===== config.mk =====
export PLATFORM = sky130hd
export DESIGN_NAME = reg_file_sb
export DESIGN_NICKNAME = d
export VERILOG_FILES = /design/src/rtl/methane_pkg.sv /design/src/rtl/reg_scoreboard.sv /design/src/rtl/reg_file_sb.sv
export SDC_FILE = /design/constraint.sdc
export NUM_CORES = 2
export LEC_CHECK = 0
export CAP_MARGIN = 20
export CORE_MARGIN = 1
export CORE_UTILIZATION = 25
export CTS_CLUSTER_SIZE = 24
export DETAILED_ROUTE_END_ITERATION = 6
export PLACE_DENSITY_LB_ADDON = 0.05
export SYNTH_ARGS = -nofsm -noshare
export SYNTH_HDL_FRONTEND = slang
export SYNTH_SLANG_ARGS = --single-unit

===== constraint.sdc =====
create_clock -name clk -period 9.4 [get_ports clk]
set_clock_uncertainty 0.2 [all_clocks]
set_input_delay 0.94 -clock clk [delete_from_list [all_inputs] [get_ports clk]]
set_output_delay 0.94 -clock clk [all_outputs]
set_load 0.01 [all_outputs]

===== src/rtl/methane_pkg.sv =====
// Shared register-file sizing defaults and an index-width helper.
package methane_pkg;

  localparam int XLEN_DEFAULT  = 32;
  localparam int NREG_DEFAULT  = 32;
  localparam int IDX_W_DEFAULT = $clog2(NREG_DEFAULT);

  // Index width for a register file of n entries; at least one bit.
  function automatic int idx_width(input int n);
    return (n <= 2) ? 1 : $clog2(n);
  endfunction

endpackage


===== src/rtl/reg_scoreboard.sv =====
// Busy-bit scoreboard: one bit per register, with flush, writeback clear and
// reserve applied in that order; per-port registered busy lookup.
module reg_scoreboard
  import methane_pkg::*;
#(
  parameter int NREG = NREG_DEFAULT,
  parameter int NRD  = 2,
  localparam int AW  = idx_width(NREG)
) (
  input  logic              clk,
  input  logic              rstn,
  input  logic              clr,
  input  logic [AW-1:0]     clr_addr,
  input  logic              set,
  input  logic [AW-1:0]     set_addr,
  input  logic              flush,
  input  logic [NRD*AW-1:0] raddr,
  output logic [NRD-1:0]    rbusy
);

  logic [NREG-1:0] busy_reg;
  logic [NREG-1:0] busy_cleared;
  logic [NREG-1:0] busy_next;
  logic [NRD-1:0]  rbusy_reg;
  logic [NRD-1:0]  rbusy_next;

  // Reads observe the state after clears but before this cycle's reserve.
  always_comb begin
    busy_cleared = flush ? '0 : busy_reg;
    if (clr) busy_cleared[clr_addr] = 1'b0;
    busy_next = busy_cleared;
    if (set) busy_next[set_addr] = 1'b1;
    busy_next[0] = 1'b0;
  end

  for (genvar gi = 0; gi < NRD; gi++) begin : g_rd
    assign rbusy_next[gi] = busy_cleared[raddr[gi*AW +: AW]];
  end

  always_ff @(posedge clk) begin
    if (!rstn) begin
      busy_reg  <= '0;
      rbusy_reg <= '0;
    end else begin
      busy_reg  <= busy_next;
      rbusy_reg <= rbusy_next;
    end
  end

  assign rbusy = rbusy_reg;

endmodule


===== src/rtl/reg_file_sb.sv =====
// Multi-port register file with hardwired-zero x0, write-first bypass and a
// busy-bit scoreboard for issue hazard detection.
module reg_file_sb
  import methane_pkg::*;
#(
  parameter int XLEN = XLEN_DEFAULT,
  parameter int NREG = NREG_DEFAULT,
  parameter int NRD  = 2,
  localparam int AW  = idx_width(NREG)
) (
  input  logic                clk,
  input  logic                rstn,
  input  logic                we,
  input  logic [AW-1:0]       waddr,
  input  logic [XLEN-1:0]     wdata,
  input  logic                wclr,
  input  logic                rsv,
  input  logic [AW-1:0]       rsv_addr,
  input  logic                flush,
  input  logic [NRD*AW-1:0]   raddr,
  output logic [NRD*XLEN-1:0] rdata,
  output logic [NRD-1:0]      rbusy,
  output logic                hazard
);

  logic [XLEN-1:0]   mem_reg [NREG];
  logic [XLEN-1:0]   rdata_next [NRD];
  logic [NRD*XLEN-1:0] rdata_reg;
  logic              wr_en;

  assign wr_en = we && (waddr != '0);

  always_ff @(posedge clk) begin
    if (!rstn) begin
      for (int i = 0; i < NREG; i++) mem_reg[i] <= '0;
    end else if (wr_en) begin
      mem_reg[waddr] <= wdata;
    end
  end

  // x0 reads as zero regardless of storage or a same-cycle write to it.
  for (genvar gi = 0; gi < NRD; gi++) begin : g_rd
    logic [AW-1:0] rd_addr;
    assign rd_addr = raddr[gi*AW +: AW];
    assign rdata_next[gi] = (rd_addr == '0)               ? '0    :
                            (wr_en && (waddr == rd_addr)) ? wdata :
                                                            mem_reg[rd_addr];
  end

  always_ff @(posedge clk) begin
    if (!rstn) begin
      rdata_reg <= '0;
    end else begin
      for (int i = 0; i < NRD; i++) rdata_reg[i*XLEN +: XLEN] <= rdata_next[i];
    end
  end

  assign rdata = rdata_reg;

  reg_scoreboard #(
    .NREG (NREG),
    .NRD  (NRD)
  ) u_scoreboard (
    .clk      (clk),
    .rstn     (rstn),
    .clr      (wclr),
    .clr_addr (waddr),
    .set      (rsv),
    .set_addr (rsv_addr),
    .flush    (flush),
    .raddr    (raddr),
    .rbusy    (rbusy)
  );

  assign hazard = |rbusy;

endmodule

==> results by group <==
Synthesis
  – Warnings, synthesis: 0
  – Synth top area cells: edfxtp_1 (53%), mux4_2 (25%), and2_1 (11%)
  – Post-synth EDFFs: 1,024
  – Yosys reg bits: 1,121
  – Post-Synthesis Cells: 3,630
  – Largest area contributor in the netlist: edfxtp_1
  – Top cell type's share of synthesized area: 52.8%
  – Number of library cell types mapped by synthesis: 55
  – Synth cell count leaders: edfxtp_1 (1,024), and2_1 (992), mux4_2 (646)
  – Async set or reset register ratio after synthesis: 0%
  – Most common cell in the synthesized netlist: edfxtp_1
  – Mean area per synthesized cell: 16.0 sq um
  – Top FF cell, synth: edfxtp_1
  – Synthesized area: 58,200 sq um
  – Sequential-to-total area share from yosys stat: 56.2%

Clock tree
  – Later-pin clock latency in the skew report: 0.82 ns
  – Setup Fix Bufs, Post-CTS: 0
  – H-tree levels: 4
  – TritonCTS Buffers: 143
  – CTS-repair resized insts: 0
  – CTS max path bufs: 3
  – CTS sink count: 1,121
  – Hold buffers post-CTS: 0
  – Root Driver: clkbuf_16
  – Clock slew at reported path FFs: 0.06 ns
  – CTS tree: yes

Timing
  – Relative max-transition margin: 23.8%
  – Hold WS: 0.341 ns
  – Max-slew violations: 0
  – Final worst setup slack: 5.11 ns
  – RSZ-0062 raised after global routing: false
  – Final worst path period need: 4.29 ns
  – Setup TNS Final: 0 ns
  – Final period util: 45.6%
  – Max Clk Rate: 233 MHz
  – Slew @ Worst Pin: 1.14 ns
  – Fin. Hold Viols: 0
  – Final-report setup violation count: 0

Pwr
  – P_leak: 22.5 nW
  – Gate power share: 12.1%
  – Reg power frac: 45.3%
  – Net Sw Frac: 25.9%
  – Pwr Total: 0.0130 W
  – Pint: 0.00966 W
  – Power per cell area: 190 nW/um^2
  – Clock Power Share: 42.6%
  – Peak VDD IR: 0.196 mV
  – Switching Power: 0.00337 W

Worst setup path
  – CP endpoint kind: flip-flop
  – Bufs and invs on worst path: 2
  – Crit path max fanout: 33
  – Crit path cell chain: clkdlybuf4s50_1, or3b_1, nor4_2, buf_4, nand2b_4
  – Crit start category: input pin
  – CP top delay family: simple AND/OR/NAND/NOR gates
  – Slowest CP cell: nand2b_4
  – Crit path DAT: 4.50 ns
  – Worst path max stage delay: 0.99 ns
  – Data required, critical path: 9.61 ns
  – CP Class: in2reg

Drt
  – Wire per inst: 38.8 um
  – Vias per Instance: 5.20
  – First-pass DRT Iterations: 5
  – Drt total wl: 266,000 um
  – DRC errors left: 0
  – Iteration-0 DRC Markers: 4,047
  – Final antenna-violating net count: 0
  – Vias: 35.6k

Cells and area
  – Area Growth Syn to Fin: 17.6%
  – Max reg flops: 1,024
  – Share of layout cells above drive strength 1: 28.5%
  – Final #Nets: 3,729

GRT
  – Initial antenna violation count: 55
  – First-pass GRT wire length: 352,000 um
  – Vias in the first global route: 36.4k
  – Maximum number of pins on one net before global-route repair: 105
  – GRT Overall Usage: 22.6%
  – Grt ovf: 0

Status
  – Status: complete, no violations

Die
  – Site Rows: 176
  – Core area: 231,000 sq um
  – Initial Utilization: 25.2%
  – I/O pins: 125
  – Chip width: 484 um
  – Die Span Y: 484 um
  – Die ar.: 235,000 sq um

Placement
  – PortBufs: 124
  – Post-DP HPWL: 145,000 um
  – Pre-CTS WS: 4.33 ns
  – Placer congestion estimate: 0.758

Flow run
  – MaxCap Viol Count: 0

Min path
  – Hold Crit Class: reg2reg
-- area by class of cell --
type / instances / area [sq um]
sequential: 1121 / 32700
antenna: 22 / 55.1
inverter: 4 / 17.5
tap: 3026 / 3790
clock inverter: 60 / 472
timing repair buffer: 265 / 2760
multi-input combinational: 2136 / 24500
fill: 22543 / 162000
clock buffer: 203 / 4140
-- power by group through the flow --
stage               Sequential, W  Combinational [W]  Clock (W)
floorplan                 0.00594           0.000877          0
global placement          0.00599            0.00158          0
detailed placement        0.00601            0.00159          0
CTS                       0.00590            0.00159    0.00567
global route              0.00593            0.00164    0.00584
finish                    0.00590            0.00158    0.00555
-- logic make-up (layout without fill, tap and decap cells) --
kind of cell	count (synthesis)	in the layout	share of synthesized area, %
flops	1121	1121	56.2
buf+inv	404	532	2.92
compound gates	182	182	2.16
simple gates	1189	1189	12.2
other cells	1	54	0.00644
mux	723	723	26.4
xor+xnor	10	10	0.151
-- through the flow --
stage / area (sq um) / std cells / utilization, %
finish: 68400 / 6837 / 29.7
global route: 68400 / 6819 / 29.7
global placement: 63300 / 6533 / 27.5
detailed placement: 63500 / 6542 / 27.6
CTS: 68200 / 6805 / 29.6
floorplan: 58300 / 3661 / -
-- layer usage --
| layer | wire, um | share of wire [%] | track usage, % | up-vias |
|---|---|---|---|---|
| li1 | - | - | - | 14205 |
| met1 | 115000 | 43 | 31.1 | 19588 |
| met2 | 127000 | 48 | 36.8 | 1486 |
| met3 | 17400 | 6.6 | 3.64 | 289 |
| met4 | 6260 | 2.4 | 5.90 | 0 |
| met5 | 0 | 0 | 0 | - |
-- placed cells by master, fill, tap and decap left out, types with 7 or more instances in the layout --
cell type / synthesis / final
o22a_1: 27 / 27
mux2_2: 9 / 9
nor3_1: 7 / 7
conb_1: 1 / 32
o21ai_0: 56 / 26
clkinv_2: 0 / 20
clkbuf_1: 272 / 39
nor2_1: 134 / 104
diode_2: 0 / 22
nand2_1: 11 / 10
clkbuf_16: 0 / 159
clkinv_1: 2 / 27
nand3b_1: 10 / 10
bufinv_16: 0 / 7
buf_4: 17 / 118
buf_16: 0 / 12
edfxtp_1: 1024 / 1024
mux4_2: 646 / 646
o21ai_4: 0 / 31
nor2_4: 0 / 30
dfxtp_1: 97 / 97
mux2i_1: 67 / 67
and2_1: 992 / 992
clkbuf_8: 0 / 10
buf_12: 0 / 9
clkdlybuf4s50_1: 0 / 113
a211oi_1: 64 / 64
-- final timing paths --
path,start,end,slack [ns],cells past startpoint
max reg2reg,mem_reg[16][17],rdata[49],6.80,4
min reg2reg,u_scoreboard.busy_reg[31],u_scoreboard.busy_reg[31],0.34,2
max,waddr[2],mem_reg[4][20],5.11,5
min,u_scoreboard.busy_reg[31],u_scoreboard.busy_reg[31],0.34,2
-- worst reg2reg max path, stage by stage, from the launching register on --
cell and delay [ns]:
edfxtp_1 0.49, mux4_2 0.52, mux4_2 0.50, mux2i_1 0.38, a211oi_1 0.30
(Power assumes the default switching activity.)
